<file path="config.mk">
export PLATFORM = sky130hd
export DESIGN_NAME = corridor_n
export DESIGN_NICKNAME = d
export VERILOG_FILES = /design/src/rtl/corridor_n.sv
export SDC_FILE = /design/constraint.sdc
export NUM_CORES = 1
export LEC_CHECK = 0
export BUFFER_PORTS_ARGS = -buffer_cell sky130_fd_sc_hd__buf_2
export CORE_MARGIN = 1.5
export CORE_UTILIZATION = 56
export DETAILED_ROUTE_END_ITERATION = 7
export PLACE_DENSITY_LB_ADDON = 0.08
export SLEW_MARGIN = 25
export SYNTH_ARGS = -nofsm -noshare
export SYNTH_HDL_FRONTEND = slang
export SYNTH_SLANG_ARGS = --single-unit
</file>
<file path="constraint.sdc">
create_clock -name clk -period 4 [get_ports clk]
set_input_delay 0.8 -clock clk [delete_from_list [all_inputs] [get_ports clk]]
set_output_delay 0.8 -clock clk [all_outputs]
set_load 0.05 [all_outputs]
</file>
<file path="src/rtl/corridor_n.sv">
// Corridor-walk safety monitor: tracks the agent's zone and door mode from claimed
// next-state flags, latches the first rule violation, a fault flag and a step budget.
module corridor_n #(
    parameter int NZONES    = 10,
    parameter int ZW        = 4,
    parameter int MAX_STEPS = 64,
    parameter int CW        = 8
) (
    input  logic              clk,
    input  logic              rst,
    input  logic              iup,
    input  logic              iright,
    input  logic [NZONES-1:0] ctl_zone,
    input  logic              ctl_open,
    input  logic              ctl_doorstep,
    input  logic              ctl_fault,
    output logic              error,
    output logic              objective,
    output logic [ZW-1:0]     zone,
    output logic [1:0]        mode,
    output logic [CW-1:0]     steps,
    output logic              timeout,
    output logic [1:0]        err_cause
);

    typedef enum logic [1:0] {
        MODE_CLOSED   = 2'd0,
        MODE_OPEN     = 2'd1,
        MODE_DOORSTEP = 2'd2
    } mode_e;

    mode_e           mode_q, mode_d;
    logic            notfirst_q, notfirst_d;
    logic [ZW-1:0]   zone_q, zone_d;
    logic            error_q, error_d;
    logic [1:0]      cause_q, cause_d;
    logic            fault_q, fault_d;
    logic [CW-1:0]   steps_q, steps_d;

    logic [NZONES:0] zone_ext;
    logic            cur_bit, nxt_bit, at_last;
    logic            viol0, viol1, viol2, viol;
    logic [1:0]      viol_cause;
    logic [ZW-1:0]   zone_move;
    logic            zone_hit;

    // The extra zero bit stands in for the nonexistent zone past the last one.
    assign zone_ext = {1'b0, ctl_zone};
    assign at_last  = (zone_q == ZW'(NZONES - 1));

    always_comb begin
        cur_bit = 1'b0;
        nxt_bit = 1'b0;
        for (int k = 0; k < NZONES; k++) begin
            if (zone_q == ZW'(k)) begin
                cur_bit = zone_ext[k];
                nxt_bit = zone_ext[k+1];
            end
        end
    end

    // Walk downward so the lowest qualifying zone wins.
    always_comb begin
        zone_move = zone_q;
        zone_hit  = 1'b0;
        for (int k = NZONES - 1; k >= 1; k--) begin
            if (ctl_zone[k] &&
                ((zone_q == ZW'(k - 1) && mode_q == MODE_DOORSTEP) ||
                 (k < NZONES - 1 && zone_q == ZW'(k + 1)))) begin
                zone_move = ZW'(k);
                zone_hit  = 1'b1;
            end
        end
    end

    assign viol0 = (mode_q == MODE_CLOSED) & iup & ctl_open;
    assign viol1 = (mode_q == MODE_OPEN) & ~iright & ctl_doorstep & cur_bit;
    assign viol2 = (mode_q == MODE_DOORSTEP) & ~at_last &
                   ((iright & ~nxt_bit) | (~iright & nxt_bit));
    assign viol  = viol0 | viol1 | viol2;

    always_comb begin
        viol_cause = 2'd3;
        if (viol0)      viol_cause = 2'd1;
        else if (viol1) viol_cause = 2'd2;
    end

    always_comb begin
        notfirst_d = notfirst_q;
        mode_d     = mode_q;
        zone_d     = zone_q;
        error_d    = error_q;
        cause_d    = cause_q;
        fault_d    = fault_q;
        steps_d    = steps_q;
        if (!notfirst_q) begin
            notfirst_d = 1'b1;
        end else begin
            if (ctl_open && ctl_doorstep) mode_d = MODE_DOORSTEP;
            else if (ctl_open)            mode_d = MODE_OPEN;
            else                          mode_d = MODE_CLOSED;

            if (ctl_zone[0])   zone_d = '0;
            else if (zone_hit) zone_d = zone_move;

            error_d = error_q | viol;
            if (!error_q && viol) cause_d = viol_cause;
            fault_d = fault_q | ctl_fault;
            if (steps_q < CW'(MAX_STEPS)) steps_d = steps_q + 1'b1;
        end
    end

    always_ff @(posedge clk) begin
        if (rst) begin
            notfirst_q <= 1'b0;
            mode_q     <= MODE_CLOSED;
            zone_q     <= '0;
            error_q    <= 1'b0;
            cause_q    <= 2'd0;
            fault_q    <= 1'b0;
            steps_q    <= '0;
        end else begin
            notfirst_q <= notfirst_d;
            mode_q     <= mode_d;
            zone_q     <= zone_d;
            error_q    <= error_d;
            cause_q    <= cause_d;
            fault_q    <= fault_d;
            steps_q    <= steps_d;
        end
    end

    assign timeout   = (steps_q == CW'(MAX_STEPS));
    assign objective = notfirst_q & ~fault_q & ~error_q & ~timeout & at_last;
    assign error     = error_q;
    assign err_cause = cause_q;
    assign zone      = zone_q;
    assign mode      = mode_q;
    assign steps     = steps_q;

endmodule

</file>
# ---- After elaboration in Yosys (flattened, before gate mapping)
# Index checks and enable logic that the tools add are counted.
# W data, S select, Z words.
dict set report totals {
  regBits 19
  latch_bits 0
  ram_bits 0
  mem_bits_ro 0
  in_bits 17
  output_inout_bits 19
  wordCells 126
  mem_count 0
}
dict set report op_classes {
  addsub 1
  multipliers 0
  div_mod_pow 0
  magnitude_cmp 1
  eq_ne 12
  shifts 0
  mux 45
  bitwise 24
  n_reduce_logical 36
}
# cell n
set op_table {}
lappend op_table {{$mux W4} 11}
lappend op_table {{$mux W1} 32}
lappend op_table {{$logic_and A1 B1 Y1} 20}
lappend op_table {{$eq A4 B3 Y1 const B} 4}
lappend op_table {{$and A1 B1 Y1} 13}
lappend op_table {{$reduce_bool A10 Y1} 1}
lappend op_table {{$add A8 B1 Y8 const B} 1}
lappend op_table {{$eq A4 B2 Y1 const B} 2}
lappend op_table {{$eq A4 B4 Y1 const B} 2}
lappend op_table {{$eq A8 B7 Y1 const B} 1}
lappend op_table {{$logic_or A1 B1 Y1} 8}
lappend op_table {{$lt A8 B7 Y1 const B} 1}
lappend op_table {{$not A1 Y1} 6}
lappend op_table {{$or A1 B1 Y1} 5}
lappend op_table {{$eq A4 B1 Y1 const B} 1}
lappend op_table {{$logic_not A4 Y1} 1}
lappend op_table {{$mux W2} 2}
lappend op_table {{$reduce_and A2 Y1} 2}
lappend op_table {{$reduce_and A3 Y1} 1}
lappend op_table {{$eq A2 B1 Y1 const B} 1}
lappend op_table {{$eq A2 B2 Y1 const B} 1}
lappend op_table {{$logic_not A2 Y1} 1}
lappend op_table {{$reduce_bool A2 Y1} 1}
lappend op_table {{$logic_not A1 Y1} 1}

# ---- Depth between registers and ports, before layout
dict set report depth {
  word_depth 18
  mapped_depth 8
  depth_no_buf 6
}

# ---- Least setup slack after synthesis
# Ideal clock, no wire load.
dict set report synth_timing {
  kind {register to output}
  startpoint {reg steps_q[0] (netlist: steps[0])}
  endpoint {out objective}
  arrival_ns 2.624
  t_required_ns 3.200
  slack_ns 0.576
  path_stages_with_launch 6
  n_path_buf 0
  path_cell_list {dfxtp_1 inv_1 ha_1 nor4b_1 and3_1 nor3_1}
}
dict set report synth_via {
  elab_chain_cells 4
}
# element line_no
set synth_lines {}
lappend synth_lines {{from (decl)} 38} ;# logic [CW-1:0] steps_q, steps_d;
lappend synth_lines {{from (signal assigned)} 129} ;# steps_q <= steps_d;
lappend synth_lines {{$eq A8 B7 Y1} 133} ;# assign timeout = (steps_q == CW'(MAX_STEPS));
lappend synth_lines {{net timeout} 22} ;# output logic timeout,
lappend synth_lines {{$not A1 Y1} 134} ;# assign objective = notfirst_q & ~fault_q & ~error_q & ~timeout & at_last;
lappend synth_lines {{$and A1 B1 Y1 (2 in a row)} 134}
lappend synth_lines {{to (decl)} 18} ;# output logic objective,
# The timed path passes the listed nets, and every way through them passes these cells.

# ---- Worst setup path after layout
dict set report layout_timing {
  startpoint {reg zone_q[0] (netlist: zone[0])}
  endpoint {out objective}
}
dict set report layout_via {
  elab_chain_cells 2
}
# element line_no
set layout_lines {}
lappend layout_lines {{from (decl)} 34} ;# logic [ZW-1:0] zone_q, zone_d;
lappend layout_lines {{from (signal assigned)} 125} ;# zone_q <= zone_d;
lappend layout_lines {{$eq A4 B4 Y1} 49} ;# assign at_last = (zone_q == ZW'(NZONES - 1));
lappend layout_lines {{$and A1 B1 Y1} 134}
# Every way passes these cells.

==> flow_summary.ini <==
[route]
routedWlPerCell_um = 14.58
routed_wl_mm = 3.295
drc = 0
viasPerCell = 6.058
vias = 1369
ant_nets = 0
drtIter0Drc = 44
firstDrtPassIters = 4

[sta]
drv_slew = 0
period_needed_ns = 3.237
worst_pin_slew_ns = 0.7411
min_period_over_period = 0.8092
skew_ns = 0.008205
final.setup.tns_ns = 0
hold_viol = 0
rsz0062_at_grt = false
max_slew_margin = 0.5053
setup_viol = 0
max_freq_ghz = 0.3090

[worst_setup_path]
critPathTopFamily = flip-flops
cp_max_fo = 24
endpoint = objective
worstPathRequired_ns = 3.20
worstRegToRegCells = 6
worst-path-buf-inv = 2
cp.arrival_ns = 2.44
setup.worst_path.start_class = flop
timing.rr.end = err_cause[1]
slowest_delay_ns = 0.82
end_kind = output pin
rrSetupSlack_ns = 1.52
cp_num_cells = 4
crit_chain = inv_1 > or4_1 > nor3_1 > buf_2
cp-startpoint = zone[0]
rr_startpoint = zone[0]
crit_type = flop to output pin
slowest_stage = dfxtp_1

[floorplan]
die_h_um = 51.83
die_x_um = 51.83
initial_core_util = 0.5978
dieArea_um2 = 2686
boundaryPins = 36
core_area_um2 = 2233
rows = 17

[job]
maxCapViolations = 0

[cts]
htree_levels = 1
cts-resized-gates = 0
clkTransAtPathRegs_ns = 0.11
root_buffer = clkbuf_4
clk-insertion-delay-late_ns = 0.31
post_cts_buffers = 0
cts_buffers = 3
ctsHoldBuffers = 0
ctsLongestPathBuffers = 2
clock-sinks = 19
cts_tree = yes

[yosys]
synth-seq-cells = 19
syn_inst = 169
syn_area_per_cell_um2 = 7.900
yosysWarnings = 0
synth_area_leaders = dfxtp_1 (28%), nor2_1 (5.3%), a21oi_1 (5.2%)
synth_edf_count = 0
seq_area_frac_synth = 0.2849
ys_dominant_reg_cell = dfxtp_1
yosysTopAreaCellShare = 0.2849
synthesis.nets = 188
synth_area_um2 = 1335
synth_top_cell_by_area = dfxtp_1
ys_types = 56
ys_async_sr_fraction = 0

[global_route]
grt_pass1_wl_mm = 5.395
grt_max_degree = 25
antenna_found_initial = 0
track_usage = 0.2701
grt_pass1_vias = 1190
grt-ovfl-total = 0

[final_layout]
post-route-util = 0.6768
final_cell_mix = buf_2 (35), nor2_1 (19), dfxtp_1 (19)
num_antenna_cells = 0
ff_latch_area_um2 = 380.4
nNetsFinal = 218
multi_input_area_um2 = 859.6
area_growth_pct = 13.21
fill_cells = 196
layout_commonest_cell = buf_2
drive_above_1_share = 0.2424

[status]
status = finished clean

[power]
p_leak_uw = 0.0006742
peakVddDrop_v = 0.0002282
p_per_area_nw_per_um2 = 256.3

[placed_design]
gp_congestion = 0.8718
port-buffer-count = 35
dp_hpwl_mm = 2.459

[worst_hold_path]
hp-start = err_cause[1]
hold_path.class = flop to flop
==> cells by family after synthesis <==
group                      share of synthesized area
DFF                                           0.2849
muxes                                        0.04686
and+or+nand+nor                               0.2681
xor gates and xnor gates                     0.03281
AOI/OAI and AO/OA                             0.2774
adders and majority gates                    0.01874
buffers and inverters                        0.07122
==> through the flow <==
step / area, µm² / hold slack [ns] / setup slack [ns] / power [µW] / cells
detailed placement: 1484 / 0.4429 / 1.137 / 290.9 / 222
finish: 1511 / 0.4588 / 0.7632 / 387.4 / 226
global placement: 1484 / 0.4318 / 1.164 / 288.0 / 222
floorplan: 1335 / 0.4298 / 0.5760 / 266.4 / 169
global route: 1511 / 0.4785 / 0.5975 / 404.0 / 226
CTS: 1511 / 0.4582 / 0.7640 / 392.9 / 226
==> synthesized netlist by cell type (2+ instances only) <==
library cell / number
o32ai_1: 2
mux2_2: 2
inv_1: 9
mux2i_1: 4
ha_1: 2
buf_2: 3
o211a_1: 3
a2111oi_0: 2
o21a_1: 2
a32oi_1: 3
and3_1: 3
nor2b_1: 6
a21oi_1: 14
xnor2_1: 2
nand2_1: 12
o21ai_1: 3
nand4bb_1: 2
o21ai_0: 5
o31ai_1: 3
nand3_1: 4
nand2b_1: 4
nor3_1: 5
dfxtp_1: 19
buf_6: 2
xor2_1: 3
clkbuf_1: 2
nor2_1: 19
==> routing by layer <==
| layer | vias to the layer above | part of all wire | track usage |
|---|---|---|---|
| met5 | - | 0 | 0 |
| met4 | 0 | 0.016 | 0.09649 |
| met3 | 7 | 0.063 | 0.04885 |
| met2 | 52 | 0.47 | 0.4241 |
| met1 | 631 | 0.45 | 0.3685 |
| li1 | 679 | - | - |
==> worst min-delay path by stage <==
| stage | endpoint | slack, ns | cells after the start |
|---|---|---|---|
| floorplan | fault_q | 0.43 | 2 |
| global placement | err_cause[1] | 0.43 | 2 |
| detailed placement | err_cause[1] | 0.44 | 2 |
| CTS | err_cause[1] | 0.46 | 2 |
| global route | err_cause[1] | 0.48 | 2 |
| finish | err_cause[1] | 0.46 | 2 |
==> worst min-delay path, cell delays in order (launching register included) <==
cell and delay, ns:
dfxtp_1 0.33, nand2_1 0.05, o21ai_1 0.05
==> report_power, final <==
| part | total (µW) | internal (µW) | switching, µW |
|---|---|---|---|
| Clock | 99.7 | 37.4 | 62.3 |
| Combinational | 81.4 | 28.9 | 52.6 |
| Sequential | 206 | 196 | 10.4 |
==> cell type report <==
class                   count  area share
clock buffers               3     0.01490
clock inverters             1    0.003311
inverters                   9     0.02235
multi-input cells         131      0.5687
flip-flops and latches     19      0.2517
well taps                  28     0.02318
repair buffers             35      0.1159
==> registers in the layout, summed over array words and instances (netlist names) <==
register    count
steps           8
zone            4
err_cause       2
mode            2
error           1
fault_q         1
notfirst_q      1
Note: power is estimated with default switching activity, not from simulation.
